### src/rtl/dio_loader_pkg.sv
// Shared types and default memory map for the data_io download loader.
package dio_loader_pkg;

    typedef enum logic [1:0] {
        TGT_ROM = 2'd0,
        TGT_DCK = 2'd1,
        TGT_TZX = 2'd2
    } targetT;

    typedef enum logic [1:0] {
        IDLE = 2'd0,
        LOAD = 2'd1,
        CPU  = 2'd2
    } stateT;

    localparam logic [20:0] ROM_BASE_DEF = 21'h000000;
    localparam logic [20:0] DCK_BASE_DEF = 21'h040000;
    localparam logic [20:0] TZX_BASE_DEF = 21'h100000;

endpackage

### src/rtl/dio_fifo.sv
// Synchronous FIFO for download strobes; push and pop may coincide at any fill level.
module dio_fifo #(
    parameter int FD = 4,
    parameter int W  = 8
) (
    input  logic                  clock,
    input  logic                  reset,
    input  logic                  push,
    input  logic                  pop,
    input  logic [W-1:0]          din,
    output logic [W-1:0]          dout,
    output logic                  full,
    output logic                  empty,
    output logic [$clog2(FD):0]   count
);
    localparam int PW = $clog2(FD);

    logic [W-1:0]  mem [FD];
    logic [PW-1:0] wrPtr, rdPtr;
    logic          doPush, doPop;

    assign full   = (count == FD[PW:0]);
    assign empty  = (count == '0);
    assign doPop  = pop && !empty;
    // When full, a same-cycle pop frees the slot the push lands in.
    assign doPush = push && (!full || doPop);
    assign dout   = mem[rdPtr];

    always_ff @(posedge clock) begin
        if (doPush) begin
            mem[wrPtr] <= din;
        end
    end

    always_ff @(posedge clock) begin
        if (reset) begin
            wrPtr <= '0;
            rdPtr <= '0;
            count <= '0;
        end else begin
            if (doPush) wrPtr <= wrPtr + 1'b1;
            if (doPop)  rdPtr <= rdPtr + 1'b1;
            count <= count + {{PW{1'b0}}, doPush} - {{PW{1'b0}}, doPop};
        end
    end

endmodule

### src/rtl/dio_loader.sv
// Queues data_io download bytes and shares the memory port with CPU cycles.
// state | meaning
// IDLE  | port free, choosing the next grant
// LOAD  | writing the FIFO head to memory
// CPU   | serving one CPU memory cycle
module dio_loader
    import dio_loader_pkg::*;
#(
    parameter int AW = 21,
    parameter int FD = 4,
    parameter logic [AW-1:0] ROM_BASE = AW'(ROM_BASE_DEF),
    parameter logic [AW-1:0] DCK_BASE = AW'(DCK_BASE_DEF),
    parameter logic [AW-1:0] TZX_BASE = AW'(TZX_BASE_DEF)
) (
    input  logic          clock,
    input  logic          reset,
    input  logic          romE,
    input  logic          dckE,
    input  logic          tzxE,
    input  logic [26:0]   dioA,
    input  logic [7:0]    dioD,
    input  logic          dioW,
    input  logic          cpuReq,
    input  logic          cpuWe,
    input  logic [AW-1:0] cpuA,
    input  logic [7:0]    cpuD,
    output logic          cpuAck,
    output logic          memReq,
    output logic          memWe,
    output logic [AW-1:0] memA,
    output logic [7:0]    memD,
    input  logic          memAck,
    output logic          busy,
    output logic [26:0]   tzxSize,
    output logic          dckDone,
    output logic          ovf
);
    localparam int PW   = $clog2(FD);
    localparam int CW   = PW + 1;
    localparam int EW   = 2 + AW + 8;
    localparam int HALF = FD / 2;

    stateT          state, stateNext;
    targetT         pushTgt, headTgt;
    logic [EW-1:0]  pushEntry, head;
    logic [CW-1:0]  fifoCount, romCnt, romCntNext, dckCnt, dckCntNext;
    logic           fifoFull, fifoEmpty, pushOk, pushAcc, pop, cpuGo;
    logic           romPush, romPop, dckPush, dckPop;
    logic [AW-1:0]  headBase, headAddr, memANext;
    logic [7:0]     memDNext;
    logic           memReqNext, memWeNext, cpuAckNext;
    logic           romEPrev, tzxEPrev, dckArmed;
    logic [26:0]    tzxBase, tzxEnd;

    always_comb begin
        pushTgt = TGT_TZX;
        if (romE)      pushTgt = TGT_ROM;
        else if (dckE) pushTgt = TGT_DCK;
    end

    assign pushOk    = dioW && $onehot({romE, dckE, tzxE});
    assign pushAcc   = pushOk && (!fifoFull || pop);
    assign pushEntry = {pushTgt, dioA[AW-1:0], dioD};

    dio_fifo #(.FD(FD), .W(EW)) uFifo (
        .clock (clock),
        .reset (reset),
        .push  (pushOk),
        .pop   (pop),
        .din   (pushEntry),
        .dout  (head),
        .full  (fifoFull),
        .empty (fifoEmpty),
        .count (fifoCount)
    );

    assign headTgt  = targetT'(head[EW-1 -: 2]);
    assign headAddr = head[8 +: AW];

    always_comb begin
        case (headTgt)
            TGT_DCK: headBase = DCK_BASE;
            TGT_TZX: headBase = TZX_BASE;
            default: headBase = ROM_BASE;
        endcase
    end

    // cpuAck high means cpuReq is still the request just served, not a new one.
    assign cpuGo = cpuReq && !busy && !cpuAck;

    always_comb begin
        stateNext  = state;
        memReqNext = memReq;
        memWeNext  = memWe;
        memANext   = memA;
        memDNext   = memD;
        cpuAckNext = 1'b0;
        pop        = 1'b0;
        case (state)
            IDLE: begin
                if (int'(fifoCount) >= HALF || (!cpuGo && !fifoEmpty)) begin
                    stateNext  = LOAD;
                    memReqNext = 1'b1;
                    memWeNext  = 1'b1;
                    memANext   = headBase + headAddr;
                    memDNext   = head[7:0];
                end else if (cpuGo) begin
                    stateNext  = CPU;
                    memReqNext = 1'b1;
                    memWeNext  = cpuWe;
                    memANext   = cpuA;
                    memDNext   = cpuD;
                end
            end
            LOAD: begin
                if (memAck) begin
                    pop        = 1'b1;
                    memReqNext = 1'b0;
                    memWeNext  = 1'b0;
                    stateNext  = IDLE;
                end
            end
            CPU: begin
                if (memAck) begin
                    cpuAckNext = 1'b1;
                    memReqNext = 1'b0;
                    memWeNext  = 1'b0;
                    stateNext  = IDLE;
                end
            end
            default: stateNext = IDLE;
        endcase
    end

    always_ff @(posedge clock) begin
        if (reset) begin
            state  <= IDLE;
            memReq <= 1'b0;
            memWe  <= 1'b0;
            memA   <= '0;
            memD   <= '0;
            cpuAck <= 1'b0;
        end else begin
            state  <= stateNext;
            memReq <= memReqNext;
            memWe  <= memWeNext;
            memA   <= memANext;
            memD   <= memDNext;
            cpuAck <= cpuAckNext;
        end
    end

    assign romPush    = pushAcc && (pushTgt == TGT_ROM);
    assign romPop     = pop && (headTgt == TGT_ROM);
    assign dckPush    = pushAcc && (pushTgt == TGT_DCK);
    assign dckPop     = pop && (headTgt == TGT_DCK);
    assign romCntNext = romCnt + CW'(romPush) - CW'(romPop);
    assign dckCntNext = dckCnt + CW'(dckPush) - CW'(dckPop);
    assign tzxBase    = (tzxE && !tzxEPrev) ? '0 : tzxSize;
    assign tzxEnd     = dioA + 27'd1;

    always_ff @(posedge clock) begin
        if (reset) begin
            romEPrev <= 1'b0;
            tzxEPrev <= 1'b0;
            romCnt   <= '0;
            dckCnt   <= '0;
            busy     <= 1'b0;
            ovf      <= 1'b0;
            tzxSize  <= '0;
            dckArmed <= 1'b0;
            dckDone  <= 1'b0;
        end else begin
            romEPrev <= romE;
            tzxEPrev <= tzxE;
            romCnt   <= romCntNext;
            dckCnt   <= dckCntNext;
            if (romE && !romEPrev)
                busy <= 1'b1;
            else if (!romE && romCntNext == '0)
                busy <= 1'b0;
            if (pushOk && fifoFull && !pop)
                ovf <= 1'b1;
            if (pushAcc && pushTgt == TGT_TZX && tzxEnd > tzxBase)
                tzxSize <= tzxEnd;
            else
                tzxSize <= tzxBase;
            dckDone <= 1'b0;
            if (dckE) begin
                dckArmed <= 1'b1;
            end else if (dckArmed && dckCntNext == '0) begin
                dckDone  <= 1'b1;
                dckArmed <= 1'b0;
            end
        end
    end

endmodule

### config.mk
export PLATFORM = sky130hd
export DESIGN_NAME = dio_loader
export DESIGN_NICKNAME = d
export VERILOG_FILES = /design/src/rtl/dio_loader_pkg.sv /design/src/rtl/dio_fifo.sv /design/src/rtl/dio_loader.sv
export SDC_FILE = /design/constraint.sdc
export NUM_CORES = 1
export LEC_CHECK = 0
export ABC_AREA = 1
export CAP_MARGIN = 15
export CORE_UTILIZATION = 55
export CTS_BUF_LIST = sky130_fd_sc_hd__clkbuf_4 sky130_fd_sc_hd__clkbuf_8
export DETAILED_ROUTE_END_ITERATION = 10
export GPL_TIMING_DRIVEN = 0
export MAX_ROUTING_LAYER = met4
export PLACE_DENSITY = 0.88
export SYNTH_ARGS = -nofsm -noshare
export SYNTH_HDL_FRONTEND = slang
export SYNTH_SLANG_ARGS = --single-unit
### constraint.sdc
create_clock -name clock -period 4.1 [get_ports clock]
set_clock_uncertainty 0.2 [all_clocks]
set_input_delay 0.41 -clock clock [delete_from_list [all_inputs] [get_ports clock]]
set_output_delay 0.41 -clock clock [all_outputs]
set_load 0.02 [all_outputs]
# Yosys cells after proc, flatten, opt, wreduce, memory -nomap -nowiden
# Memory sizes are Yosys's and may differ from the RTL's. A register that Yosys moved wholly into a read port is not among the register bits.
# Cells that the tools add are included.
dict set report op_classes {
  mul 0
  n_reduce_logical 47
  bitwise_logic 1
  eq_ne 10
  n_addsub 12
  mux 31
  n_div 0
  order_cmp 2
  n_shift 0
}
# operator count
set ops {}
lappend ops {{27-bit 2-to-1 mux} 2}
lappend ops {{21-bit 2-to-1 mux} 2}
lappend ops {{21-bit one-hot mux with 2 select lines} 1}
lappend ops {{27-bit by 1-bit adder with 27-bit output, second input constant} 1}
lappend ops {{27-bit > comparator} 1}
lappend ops {{21-bit adder} 1}
lappend ops {{1-bit logical AND} 19}
lappend ops {{8-bit 2-to-1 mux} 2}
lappend ops {{1-bit 2-to-1 mux} 14}
lappend ops {{2-bit 2-to-1 mux} 7}
lappend ops {{3-bit by 1-bit adder with 3-bit output} 3}
lappend ops {{1-bit logical NOT} 9}
lappend ops {{3-bit logical NOT} 3}
lappend ops {{3-bit by 1-bit subtractor with 3-bit output} 3}
lappend ops {{2-bit by 1-bit == test with 1-bit output, second input constant} 4}
lappend ops {{2-bit nonzero test} 4}
lappend ops {{2-bit == test, second input constant} 3}
lappend ops {{2-bit logical NOT} 3}
lappend ops {{2-bit OR reduction} 3}
lappend ops {{2-bit by 1-bit adder with 2-bit output, second input constant} 2}
lappend ops {{1-bit one-hot mux with 2 select lines} 2}
lappend ops {{2-bit one-hot mux with 2 select lines} 1}
lappend ops {{2-bit AND reduction} 2}
lappend ops {{3-bit == test, second input constant} 1}
lappend ops {{8 further kinds} 10}
dict set report word_totals {
  mem_bits_ro 0
  register_bits 80
  latchBits 0
  out_inout_bits 62
  input_bits 73
  elab_cells 122
  ram_bits 124
  n_memories 1
}
# memory depth word_bits rd rd_clocked_by_memory_dff write_ports line_no
set mem_list {}
lappend mem_list {uFifo.mem 4 31 1 1 1 dio_fifo.sv:18} ;# logic [W-1:0] mem [FD];

# Longest topological paths before layout
dict set report depth {
  word_depth 12
  ltp_mapped 21
  ltp_nobuf 20
}

# By module
# From an unflattened synthesis, not the netlist that was laid out.
dict set report unflattened {
  hier_cells 1143
  area_unflattened_um2 10142.2
}
# mod instances cells_per_inst area_per_inst_um2 seq_area_each_um2
set modules_own_cells {}
lappend modules_own_cells {dio_fifo 1 372 5124.9 3903.7}
lappend modules_own_cells {dio_loader 1 771 5017.3 1461.4}

# Least setup slack after synthesis
# OpenSTA, ideal clock, no wires.
dict set report synth_timing {
  path_kind {input -> register}
  start {input port dckE}
  end {memory uFifo.mem[0][0] (netlist name), enable pin}
  path_buffers 0
  stages 7
  setup_slack_ps 744
  required_ps 3481
  setup_ps 419
  arrival_time_ps 2737
  path_cell_list {inv_1 -> fa_1 -> nor2_2 -> nand2_2 -> nor2_8 -> inv_1 -> nor2_1}
}
dict set report synth_between {
  elab_chain_cells 7
}
# item line_no
set synth_lines {}
lappend synth_lines {{start: declaration} dio_loader.sv:18} ;# input logic dckE,
lappend synth_lines {{1-bit by 1-bit adder with 2-bit output (not written as such)} dio_loader.sv:61} ;# assign pushOk = dioW && $onehot({romE, dckE, tzxE});
lappend synth_lines {{2-bit by 1-bit adder with 2-bit output (not written as such)} dio_loader.sv:61}
lappend synth_lines {{2-bit by 1-bit == test with 1-bit output} dio_loader.sv:61}
lappend synth_lines {{1-bit logical AND} dio_loader.sv:61}
lappend synth_lines {{1-bit logical AND} dio_fifo.sv:26} ;# assign doPush = push && (!full || doPop);
lappend synth_lines {{via uFifo.doPush} dio_fifo.sv:20} ;# logic doPush, doPop;
lappend synth_lines {{1-bit 2-to-1 mux} dio_fifo.sv:30} ;# if (doPush) begin
lappend synth_lines {{1-bit 2-to-1 mux (not written as such)} dio_fifo.sv:31} ;# mem[wrPtr] <= din;
lappend synth_lines {{end: declaration} dio_fifo.sv:18}
# The timed path passes the listed nets, and every way through them passes these cells.

# Worst setup path after layout
dict set report layout_timing {
  start {input port dioA[1]}
  end {register tzxSize[9]}
}
dict set report layout_between {
  elab_chain_cells 4
}
# item line_no
set layout_lines {}
lappend layout_lines {{start: declaration} dio_loader.sv:20} ;# input logic [26:0] dioA,
lappend layout_lines {{27-bit by 1-bit adder with 27-bit output (*)} dio_loader.sv:160} ;# assign tzxEnd = dioA + 27'd1;
lappend layout_lines {{27-bit > comparator} dio_loader.sv:184} ;# if (pushAcc && pushTgt == TGT_TZX && tzxEnd > tzxBase)
lappend layout_lines {{1-bit logical AND} dio_loader.sv:184}
lappend layout_lines {{27-bit 2-to-1 mux (*)} dio_loader.sv:184}
lappend layout_lines {{end signal: assignment} dio_loader.sv:185} ;# tzxSize <= tzxEnd;
lappend layout_lines {{end signal: assignment} dio_loader.sv:187} ;# tzxSize <= tzxBase;
lappend layout_lines {{end: declaration} dio_loader.sv:34} ;# output logic [26:0] tzxSize,
# Mark *: on every way between the ends. The rest lies on a longest branch, timed or not.
# A chain may end at the register's enable or synchronous reset.

==> results.ini <==
[outcome]
status=finished, final reports clean

[global_routing]
track_usage_pct=29.2
grt_pass1_wl_mm=41.0
overflow=0
antenna_found_initial=0
grt_max_degree=32
grt_pass1_vias=8479

[setup_path]
cp_max_fo=10
critPathLaunchType=primary input
worstPathArrival_ns=3.97
critPathRequiredTime_ns=4.30
crit_type=primary input to flip-flop
worstSetupEndpointType=flip-flop

[finish]
final_common_cell=nand2_1
regArea_um2=5370
multi_input_area_um2=4080
syn2layout_area_growth_pct=24.8
layoutNonFillerInstCount=1613
nNetsFinal=1479
most-common-layout-cells=275 x nand2_1, 205 x nor2_1, 133 x clkdlybuf4s50_1
design_area_um2=12600
num_antenna_cells=0
fin_util_pct=70.2
drive_gt1_share_pct=8.38
fill_cells=1337

[timing]
tns_ns=0
hold_ws_ns=0.267
fmax_mhz=265
period_minus_slack_ns=3.77
period_share_pct=92.0
setup_viol=0
rsz0062_at_grt=no
hold_violations=0
slew_violations=0
worst_slew_pin_slew_ns=1.00
max_slew_margin_pct=33.2
fin_ws_ns=0.329

[floorplanning]
start_util_pct=56.2
dieHeight_um=138
die_x_um=138
io_pins=135
rows=49
core_um2=18000
dieArea_um2=19000

[pwr]
ir_worst_vdd_v=0.000473
p_switching_mw=1.87
swShare_pct=30.5
intPower_mw=4.25
pwr-share-seq_pct=40.7
finalPower_mw=6.11
power_density_nw_per_um2=483
clkPwrFrac_pct=34.0
p_leak_nw=5.31
comb_power_share_pct=25.3

[clock_tree]
path_clk_slew_ns=0.07
root_buffer=clkbuf_8
cts_sinks=206
clock_latency_ns=0.54
cts-buffers-inserted=35
cts_tree=done
cts_buffer_depth=3
htreeDepth=2
postCtsHoldBufs=0

[flow_run]
cap_violations=0

[routing]
drt_iter0_markers=734
first_pass_iters=5
dr_total_vias=8872
drt-wirelength-per-cell_um=16.5
via_per_inst=5.50
wl_mm=26.6
antenna_left=0
drc=0

[placed_design]
io_buffers=134
dp_hpwl_mm=18.3
gp_congestion=0.985
place_ws_ns=-0.320
dpl.cell_count=1549
placed_area_um2=11900

[synth]
mappedNetlistArea_um2=10100
ys_seq_elements=206
synth.distinct_cells=37
synth_cells=1183
seq_area_frac_synth_pct=52.9
yosys_warnings=0
synth.avg_cell_area_um2=8.57
syn_nets=1305

[worst_hold_path]
min_path_type=primary input to flip-flop

[synth_stat cells, drive strengths merged]
master / count / share of area, %
nand3: 50 / 2.6
fa: 4 / 0.79
o221ai: 1 / 0.086
a21o: 5 / 0.37
clkinv: 2 / 0.074
nand3b: 7 / 0.52
and2: 1 / 0.062
o22ai: 28 / 1.7
inv: 117 / 4.3
edfxtp: 124 / 37
xnor2: 11 / 0.95
clkbuf: 21 / 0.78
a21oi: 47 / 2.4
xor2: 10 / 0.94
ha: 45 / 5.6
nand4: 3 / 0.19
nor3b: 2 / 0.20
dfxtp: 82 / 16
a31oi: 1 / 0.062
buf: 30 / 1.9
nor3: 4 / 0.20
nor2: 216 / 8.4
nand2: 277 / 10
o21ai: 95 / 4.7
[cells by family after synthesis]
kind of cell / synth area share (%)
AND/OR/NAND/NOR: 22.4
flip-flops: 52.9
AO/OA/AOI/OAI: 9.37
buffers and inverters: 7.05
adder cells (fa/ha/maj): 6.35
XOR/XNOR: 1.89
[flip-flops by register name (all words and copies together) (netlist names), 2 cells and up, named ones only]
name         flops
uFifo.mem      124
tzxSize         27
memA            21
memD             8
dckCnt           3
romCnt           3
uFifo.count      3
state            2
uFifo.rdPtr      2
uFifo.wrPtr      2
[area by class of cell]
class	count	area share, %
buffer	51	2.12
clock buffer	52	4.97
sequential	206	42.4
inverter	119	3.53
multi-input combinational	807	32.3
clock inverter	12	1.32
timing repair buffer	137	11.1
tap	229	2.27
[power groups by stage]
stage / combinational (mW) / sequential [mW] / clock, mW
final: 1.55 / 2.49 / 2.08
after global routing: 1.69 / 2.50 / 2.18
after CTS: 1.53 / 2.49 / 2.10
after detailed placement: 1.52 / 2.53 / 0
after global placement: 1.47 / 2.52 / 0
after floorplan: 0.732 / 2.69 / 0
[path summary, 6_finish.rpt]
path	from	to	slack [ns]	cells past startpoint
worst max-delay path	dioA[1]	tzxSize[9]	0.33	19
worst min-delay path	dioA[0]	uFifo.mem[3][8]	0.27	1
worst max register to register	tzxEPrev	tzxSize[9]	0.75	15
worst min register to register	memReq	memReq	0.27	2
[worst max-delay path, stage by stage]
cell	delay (ns)
clkdlybuf4s50_1	0.65
ha_1	0.29
nand3_1	0.18
inv_2	0.13
nand2_1	0.17
nor2_1	0.24
xnor2_1	0.21
inv_1	0.09
ha_1	0.31
nand2_1	0.06
nor2_1	0.17
nand4_1	0.14
nor2_2	0.22
nand2_1	0.11
nand2_2	0.19
buf_4	0.21
nand3_1	0.08
nand2_1	0.07
nor2_1	0.05
[timing repair]
item / in CTS / in global routing
setup buffers: 0 / 0
endpoints found under the setup margin: 0 / 27
gates resized for setup: 0 / 1
[layer usage]
metal,GRT usage (%),share of wire (%),vias to the layer above
met5,-,0,-
met4,12.6,2.9,0
met3,4.34,9.3,77
met2,50.0,49,488
met1,34.2,39,4090
li1,-,-,4217
No activity file was read; power rests on OpenSTA's default activity.
